**config.mk**
```make
export PLATFORM = sky130hd
export DESIGN_NAME = csr_mem_flat
export DESIGN_NICKNAME = d
export VERILOG_FILES = /design/src/rtl/csr_mem_pkg.sv /design/src/rtl/csr_mem_if.sv /design/src/rtl/csr_mem_tick.sv /design/src/rtl/csr_mem.sv /design/src/flat_wrapper.sv
export SDC_FILE = /design/constraint.sdc
export NUM_CORES = 1
export LEC_CHECK = 0
export CORE_UTILIZATION = 47
export DETAILED_ROUTE_END_ITERATION = 8
export PLACE_DENSITY = 0.85
export SETUP_SLACK_MARGIN = 0.02
export SYNTH_ARGS = -nofsm -noshare
export SYNTH_HDL_FRONTEND = slang
export SYNTH_SLANG_ARGS = --single-unit
```
**constraint.sdc**
```tcl
create_clock -name CLK_I -period 2.2 [get_ports CLK_I]
set_input_delay 0.66 -clock CLK_I [delete_from_list [all_inputs] [get_ports CLK_I]]
set_output_delay 0.66 -clock CLK_I [all_outputs]
set_load 0.01 [all_outputs]
```
**src/rtl/csr_mem_pkg.sv**
```systemverilog
// Shared constants for the CLINT-style CSR block: register selects, half selects
// and the mtimecmp reset value.
package csr_mem_pkg;

  localparam logic [1:0] CSR_MSIP     = 2'b00;
  localparam logic [1:0] CSR_MTIME    = 2'b01;
  localparam logic [1:0] CSR_MTIMECMP = 2'b10;

  localparam logic HALF_LO = 1'b0;
  localparam logic HALF_HI = 1'b1;

  localparam logic [63:0] MTIMECMP_RST = 64'hFFFF_FFFF_FFFF_FFFF;

  function automatic logic [31:0] selectHalf(input logic [63:0] value, input logic half);
    return (half == HALF_HI) ? value[63:32] : value[31:0];
  endfunction

endpackage

```
**src/rtl/csr_mem_if.sv**
```systemverilog
// Wishbone-style peripheral bus between the memory controller (master) and csr_mem (slave).
interface csr_mem_if;

  logic [2:0]  ADR_I;
  logic [31:0] DAT_I;
  logic        CYC_I;
  logic        STB_I;
  logic        WE_I;
  logic [31:0] DAT_O;
  logic        ACK_O;

  modport master (
    output ADR_I, DAT_I, CYC_I, STB_I, WE_I,
    input  DAT_O, ACK_O
  );

  modport slave (
    input  ADR_I, DAT_I, CYC_I, STB_I, WE_I,
    output DAT_O, ACK_O
  );

endinterface

```
**src/rtl/csr_mem_tick.sv**
```systemverilog
// mtime prescaler: counts 0..CLOCK_CYCLES-1 and flags the wrap cycle as a one-cycle tick.
module csr_mem_tick #(
  parameter int CLOCK_CYCLES = 10
) (
  input  logic clk_i,
  input  logic rst_i,
  output logic tick_o
);

  // A single-cycle period still needs a one-bit counter that simply stays at zero.
  localparam int CntW = (CLOCK_CYCLES > 1) ? $clog2(CLOCK_CYCLES) : 1;
  localparam logic [CntW-1:0] CntLast = CntW'(CLOCK_CYCLES - 1);

  logic [CntW-1:0] cnt_q;
  logic [CntW-1:0] cnt_d;

  always_comb begin
    tick_o = (cnt_q == CntLast);
    cnt_d  = tick_o ? '0 : cnt_q + CntW'(1);
  end

  always_ff @(posedge clk_i) begin
    if (rst_i) begin
      cnt_q <= '0;
    end else begin
      cnt_q <= cnt_d;
    end
  end

endmodule

```
**src/rtl/csr_mem.sv**
```systemverilog
// CLINT-like CSR block holding msip, the free-running mtime and mtimecmp,
// accessed over a single-cycle-latency Wishbone-style slave port.
module csr_mem
  import csr_mem_pkg::*;
#(
  parameter int CLOCK_CYCLES = 10
) (
  input  logic        CLK_I,
  input  logic        RST_I,
  csr_mem_if.slave    bus,
  output logic        msip,
  output logic [63:0] mtime,
  output logic [63:0] mtimecmp
);

  logic        tick;
  logic        busReq;
  logic        busWr;
  logic        busRd;
  logic [1:0]  regSel;
  logic        halfSel;
  logic [31:0] rdData;

  logic        ack_q,      ack_d;
  logic [31:0] dat_q,      dat_d;
  logic [31:0] msipReg_q,  msipReg_d;
  logic [63:0] mtime_q,    mtime_d;
  logic [63:0] mtimecmp_q, mtimecmp_d;

  csr_mem_tick #(
    .CLOCK_CYCLES(CLOCK_CYCLES)
  ) u_tick (
    .clk_i (CLK_I),
    .rst_i (RST_I),
    .tick_o(tick)
  );

  always_comb begin
    busReq  = bus.CYC_I & bus.STB_I & ~ack_q;
    busWr   = busReq & bus.WE_I;
    busRd   = busReq & ~bus.WE_I;
    regSel  = bus.ADR_I[2:1];
    halfSel = bus.ADR_I[0];

    ack_d      = busReq;
    dat_d      = dat_q;
    msipReg_d  = msipReg_q;
    mtime_d    = tick ? mtime_q + 64'd1 : mtime_q;
    mtimecmp_d = mtimecmp_q;
    rdData     = '0;

    case (regSel)
      CSR_MSIP:     rdData = msipReg_q;
      CSR_MTIME:    rdData = selectHalf(mtime_q, halfSel);
      CSR_MTIMECMP: rdData = selectHalf(mtimecmp_q, halfSel);
      default:      rdData = '0;
    endcase

    if (busRd) begin
      dat_d = rdData;
    end

    // A write to one mtime half overrides the tick; the other half keeps its old value, no carry.
    if (busWr) begin
      case (regSel)
        CSR_MSIP: msipReg_d = bus.DAT_I;
        CSR_MTIME: begin
          if (halfSel == HALF_HI) mtime_d = {bus.DAT_I, mtime_q[31:0]};
          else                    mtime_d = {mtime_q[63:32], bus.DAT_I};
        end
        CSR_MTIMECMP: begin
          if (halfSel == HALF_HI) mtimecmp_d = {bus.DAT_I, mtimecmp_q[31:0]};
          else                    mtimecmp_d = {mtimecmp_q[63:32], bus.DAT_I};
        end
        default: ;
      endcase
    end
  end

  always_ff @(posedge CLK_I) begin
    if (RST_I) begin
      ack_q      <= 1'b0;
      dat_q      <= '0;
      msipReg_q  <= '0;
      mtime_q    <= '0;
      mtimecmp_q <= MTIMECMP_RST;
    end else begin
      ack_q      <= ack_d;
      dat_q      <= dat_d;
      msipReg_q  <= msipReg_d;
      mtime_q    <= mtime_d;
      mtimecmp_q <= mtimecmp_d;
    end
  end

  assign bus.ACK_O = ack_q;
  assign bus.DAT_O = dat_q;
  assign msip      = msipReg_q[0];
  assign mtime     = mtime_q;
  assign mtimecmp  = mtimecmp_q;

endmodule

```
**src/flat_wrapper.sv**
```systemverilog
// flat-port wrapper written by rule: the top's interface ports become plain ports
module csr_mem_flat import csr_mem_pkg::*;
#(
  parameter int CLOCK_CYCLES = 10
)
  (CLK_I, RST_I, msip, mtime, mtimecmp, bus_ADR_I, bus_DAT_I, bus_CYC_I, bus_STB_I, bus_WE_I, bus_DAT_O, bus_ACK_O);
  csr_mem_if bus_i ();
  input  logic CLK_I;
  input  logic RST_I;
  output logic msip;
  output logic [63:0] mtime;
  output logic [63:0] mtimecmp;
  input wire logic [$bits(bus_i.ADR_I)-1:0] bus_ADR_I;
  input wire logic [$bits(bus_i.DAT_I)-1:0] bus_DAT_I;
  input wire logic [$bits(bus_i.CYC_I)-1:0] bus_CYC_I;
  input wire logic [$bits(bus_i.STB_I)-1:0] bus_STB_I;
  input wire logic [$bits(bus_i.WE_I)-1:0] bus_WE_I;
  output wire logic [$bits(bus_i.DAT_O)-1:0] bus_DAT_O;
  output wire logic [$bits(bus_i.ACK_O)-1:0] bus_ACK_O;
  assign bus_i.ADR_I = bus_ADR_I;
  assign bus_i.DAT_I = bus_DAT_I;
  assign bus_i.CYC_I = bus_CYC_I;
  assign bus_i.STB_I = bus_STB_I;
  assign bus_i.WE_I = bus_WE_I;
  assign bus_DAT_O = bus_i.DAT_O;
  assign bus_ACK_O = bus_i.ACK_O;
  csr_mem #(.CLOCK_CYCLES(CLOCK_CYCLES)) u_core (.CLK_I(CLK_I), .RST_I(RST_I), .bus(bus_i), .msip(msip), .mtime(mtime), .mtimecmp(mtimecmp));
endmodule
```
* After elaboration in Yosys (flattened, before gate mapping)
Cells that the tools add are included.
Storage, ports and cells: register bits 197, latch bits 0, RAM bits 0, memory bits (read-only) 0, input port bits 40, output and inout port bits 162, word-level logic and storage cells 34, memories 0
Operators by class: $add $sub $neg 2, $mul 0, divide/modulo/power cells 0, order comparisons 0, eq/ne operators 5, shift operators 0, multiplexer cells 7, bitwise logic cells 7, reduce and logical (&&, ||, !) cells 5
Operators with widths (number):
- $mux W64 | 4
- $pmux W32 S3 | 1
- $add A64 B1 Y64 const B | 1
- $mux W32 | 2
- $ne A3 B3 Y1 const B | 2
- $reduce_and A3 Y1 | 2
- $add A4 B1 Y4 const B | 1
- $and A1 B1 Y1 | 4
- $eq A4 B4 Y1 const B | 1
- $not A1 Y1 | 3
- $eq A2 B1 Y1 const B | 1
- $eq A2 B2 Y1 const B | 1
- $logic_not A2 Y1 | 1
- $reduce_and A2 Y1 | 1
- $reduce_or A2 Y1 | 1

* Logic depth before layout (Yosys ltp)
depth after elaboration 4, gate-level depth with buffers 9, depth with buffers taken out 8

* Modules after synthesis
From an unflattened synthesis, not the netlist that was laid out.
Second synthesis, totals: cell total of the unflattened synthesis 1261, area, all modules 10017.1 sq um
Modules (own cells, without submodules):
- csr_mem | instances 1, cells an instance 1241, area each 9833.2 sq um
- csr_mem_tick | instances 1, cells an instance 20, area each 183.9 sq um

* Worst setup path before layout
No wires, ideal clock.
path kind input to register, start in bus_ADR_I[1], end reg u_core.mtimecmp_q[10], in the netlist u_core.mtimecmp[10], arrival 2187 ps, data required time 2071 ps, path slack -116 ps, stages on the path 7, path through clkbuf_1 nand2b_1 clkbuf_1 nor3_1 buf_2 mux2i_1 nand2_1
Between the ends: longest elaborated chain between the ends 2
RTL lines:
- start: declaration | RTL line flat_wrapper.sv:13 | input wire logic [$bits(bus_i.ADR_I)-1:0] bus_ADR_I;
- $eq A2 B2 Y1 | RTL line csr_mem.sv:65 | case (regSel)
- $reduce_and A3 Y1 (no source line)
- end signal: assignment | RTL line csr_mem.sv:92 | mtimecmp_q <= mtimecmp_d;
- end: declaration | RTL line csr_mem.sv:28 | logic [63:0] mtimecmp_q, mtimecmp_d;
No other way between the ends. A chain may end at the register's enable or synchronous reset.

* Worst setup path in the final report
start in bus_ADR_I[2], end reg u_core.mtime_q[60], in the netlist u_core.mtime[60]
Between the ends: longest elaborated chain between the ends 3, elaborated cells between the ends (all ways) 4
RTL lines:
- $eq A2 B1 Y1 (*) | RTL line csr_mem.sv:65
- $mux W64 | RTL line csr_mem.sv:65
- $mux W64 | RTL line csr_mem.sv:64 | if (busWr) begin
- end signal: assignment | RTL line csr_mem.sv:91 | mtime_q <= mtime_d;
- end: declaration | RTL line csr_mem.sv:27 | logic [63:0] mtime_q, mtime_d;
Every way passes the cells marked *; elsewhere a longest branch is shown, timed or not.

==> results.py <==
metrics = {
    "synth": {
        "netlist_area_mm2": 0.00977,
        "synth_area_leaders": "dfxtp_1 (40%), mux2i_1 (10%), nand2_1 (7.1%)",
        "synth_nets": 1172,
        "yosysTopAreaCellShare": 0.403,
        "async_flop_share": 0,
        "ys.flop_type": "dfxtp_1",
        "synth.ff_latch_count": 197,
        "synth_area_per_cell_um2": 8.66,
        "synth_warnings": 0,
        "syn-instance-count": 1129,
        "synth.distinct_cells": 63,
        "synth_edf_count": 0,
        "seq_area_frac_synth": 0.403,
        "yosys.area.top_type": "dfxtp_1",
    },
    "drt": {
        "avgViaCountPerCell": 6.37,
        "vias": 10952,
        "first_pass_iters": 6,
        "routedWlPerCell_um": 21.8,
        "drt_iter0_drc": 1625,
        "wl_mm": 37.6,
        "drcViolationCount": 0,
        "antenna_left": 0,
    },
    "clocking": {
        "ctsHoldBuffers": 0,
        "clock_latency_ps": 440,
        "cts-buffers-inserted": 17,
        "root_buffer": "clkbuf_16",
        "cts_tree": "yes",
        "clkTransAtPathRegs_ps": 70,
        "clock-sinks": 197,
        "clockBufferDepth": 2,
        "cts-htree-levels": 4,
    },
    "cells_and_area": {
        "diodes": 0,
        "nNetsFinal": 1481,
        "final_cell_mix": "nand2_1 (182), clkdlybuf4s50_1 (176), dfxtp_1 (173)",
        "synthToLayoutAreaGrowth_pct": 45.3,
        "final_common_cell": "nand2_1",
        "drive_gt1_frac": 0.206,
        "final_cells": 1720,
    },
    "min_path": {
        "holdCritPathClass": "flop to flop",
        "min-delay-start": "u_core.msipReg_q[28]$_SDFFE_PP0P_",
    },
    "global_route": {
        "met1_usage": 0.434,
        "grt_max_degree": 51,
        "grt_pass1_wl_mm": 57.0,
        "met2_usage": 0.540,
        "grt_use_total": 0.337,
        "grt_pass1_vias": 10335,
        "busiest_layer": "met2",
        "antenna_found_initial": 0,
        "met3_usage": 0.0703,
        "grt_remaining_overflow": 0,
    },
    "critical_path": {
        "cp.buffers_inverters": 1,
        "crit_start": "bus_ADR_I[2]",
        "cp_top_family": "simple AND/OR/NAND/NOR gates",
        "criticalPathCategory": "primary input to flop",
        "arrival_ps": 2640,
        "crit_slowest_cell": "clkdlybuf4s50_1",
        "crit_required_ps": 2560,
        "endpoint_kind": "flop",
        "reg2reg_from": "u_core.u_tick.cnt_q[1]$_SDFF_PP0_",
        "crit_fanout": 7,
        "cp-start-kind": "primary input",
        "critPathMaxStageDelay_ps": 490,
        "cp_cell_sequence": "clkdlybuf4s50_1 > nand2b_2 > or2_4 > and4_2 > nand4_4 > or3_1 > a31oi_1",
    },
    "placement": {
        "gp_congestion": 0.994,
        "dp.cells": 1678,
        "dp_hpwl_mm": 25.4,
        "post-place-ws_ps": -485,
        "port-buffer-count": 201,
    },
    "outcome": {
        "violations": "setup timing",
        "status": "finished, violations left",
    },
    "power_and_ir_drop": {
        "leakage_nw": 5.47,
        "max-vdd-ir-drop_mv": 0.524,
        "pwr_density_cell_mw_per_mm2": 543,
    },
    "flow_run": {
        "max-cap-violations": 0,
    },
    "die": {
        "fp-row-count": 52,
        "initial_core_util": 0.482,
        "die_h_um": 146,
        "io_pins": 202,
        "die_x_um": 146,
        "core_area_mm2": 0.0203,
        "dieArea_mm2": 0.0214,
    },
    "sta": {
        "worstMarginPinSlew_ps": 596,
        "finalMaxSlewViolations": 0,
        "relSlewSlack": 0.603,
        "tns_ps": -85.8,
        "clock.fmax_ghz": 0.438,
        "hold_viol_final": 0,
        "fin_crit_ps": 2280,
        "fin_crit_sh": 1.04,
        "rsz0062_at_grt": "yes",
        "setup_ws_ps": -83.2,
        "skew_ps": 7.20,
        "setup_viol": 2,
    },
}
## sequential cells by signal, indices dropped and copies added, names as in the netlist
signal,count
u_core.bus.ACK_O,1
u_core.bus.DAT_O,32
u_core.msipReg_q,32
u_core.mtime,64
u_core.mtimecmp,64
u_core.u_tick.cnt_q,4
## kinds of logic after synthesis
kind of cell,count (synthesis),synth area share
simple gates,428,0.218
compound gates,278,0.202
flops,197,0.403
mux,101,0.104
buf+inv,97,0.0463
xor+xnor,25,0.0224
fa+ha+maj,3,0.00384
## what timing repair did
action	4_1_cts	5_1_grt
cloned	0	1
endpoints found under the setup margin	46	151
setup buffers	3	7
gates resized for setup	27	75
hold endpoints to repair	0	0
pin swaps	2	17
## layer usage
metal,up-vias,part of all wire
li1,4770,-
met1,5136,0.38
met2,844,0.45
met3,202,0.11
met4,0,0.050
met5,-,0
## area by class of cell
cell class	count	area [um^2]
Fill cell	1472	6100
Multi-Input combinational cell	835	5610
Sequential cell	197	3980
Timing Repair Buffer	377	3640
Clock buffer	20	447
Tap cell	270	338
Clock inverter	11	151
Inverter	10	37.5
## worst min-delay path: stages, from the launching register on
cell	delay, ps
dfxtp_1	310
nand2_1	50
a21oi_1	50
## final timing paths
kind	cells after the start	end	slack [ps]
worst max-delay path	7	u_core.mtime[60]$_SDFFE_PP0P_	-80
worst min-delay path	2	u_core.msipReg_q[28]$_SDFFE_PP0P_	460
worst min register to register	2	u_core.msipReg_q[28]$_SDFFE_PP0P_	460
worst max register to register	9	u_core.mtime[60]$_SDFFE_PP0P_	-60
## through the flow
| step | hold slack, ps | power [mW] | util | area, um^2 |
|---|---|---|---|---|
| after detailed placement | 446 | 4.49 | 0.649 | 13200 |
| after CTS | 456 | 7.65 | 0.682 | 13800 |
| after global routing | 477 | 7.93 | 0.700 | 14200 |
| after floorplan | 437 | 4.08 | - | 9790 |
| after global placement | 441 | 4.48 | 0.649 | 13200 |
| final | 458 | 7.71 | 0.700 | 14200 |
## cell usage after synthesis (all sizes together) (26+ instances only)
cell type	instances
a22oi	38
o2bb2ai	26
a221o	26
mux2i	100
nand2	184
and2	26
nor2	79
a21oi	69
dfxtp	197
nor3	28
nand3	26
clkbuf	61
a211oi	46
## power by group
| group | internal (mW) | switching [mW] | leakage, nW |
|---|---|---|---|
| Clock | 1.82 | 1.42 | 0.279 |
| Combinational | 0.364 | 0.449 | 3.58 |
| Sequential | 3.61 | 0.0418 | 1.61 |
| Total | 5.80 | 1.91 | 5.47 |
Note: power is estimated with default switching activity, not from simulation.
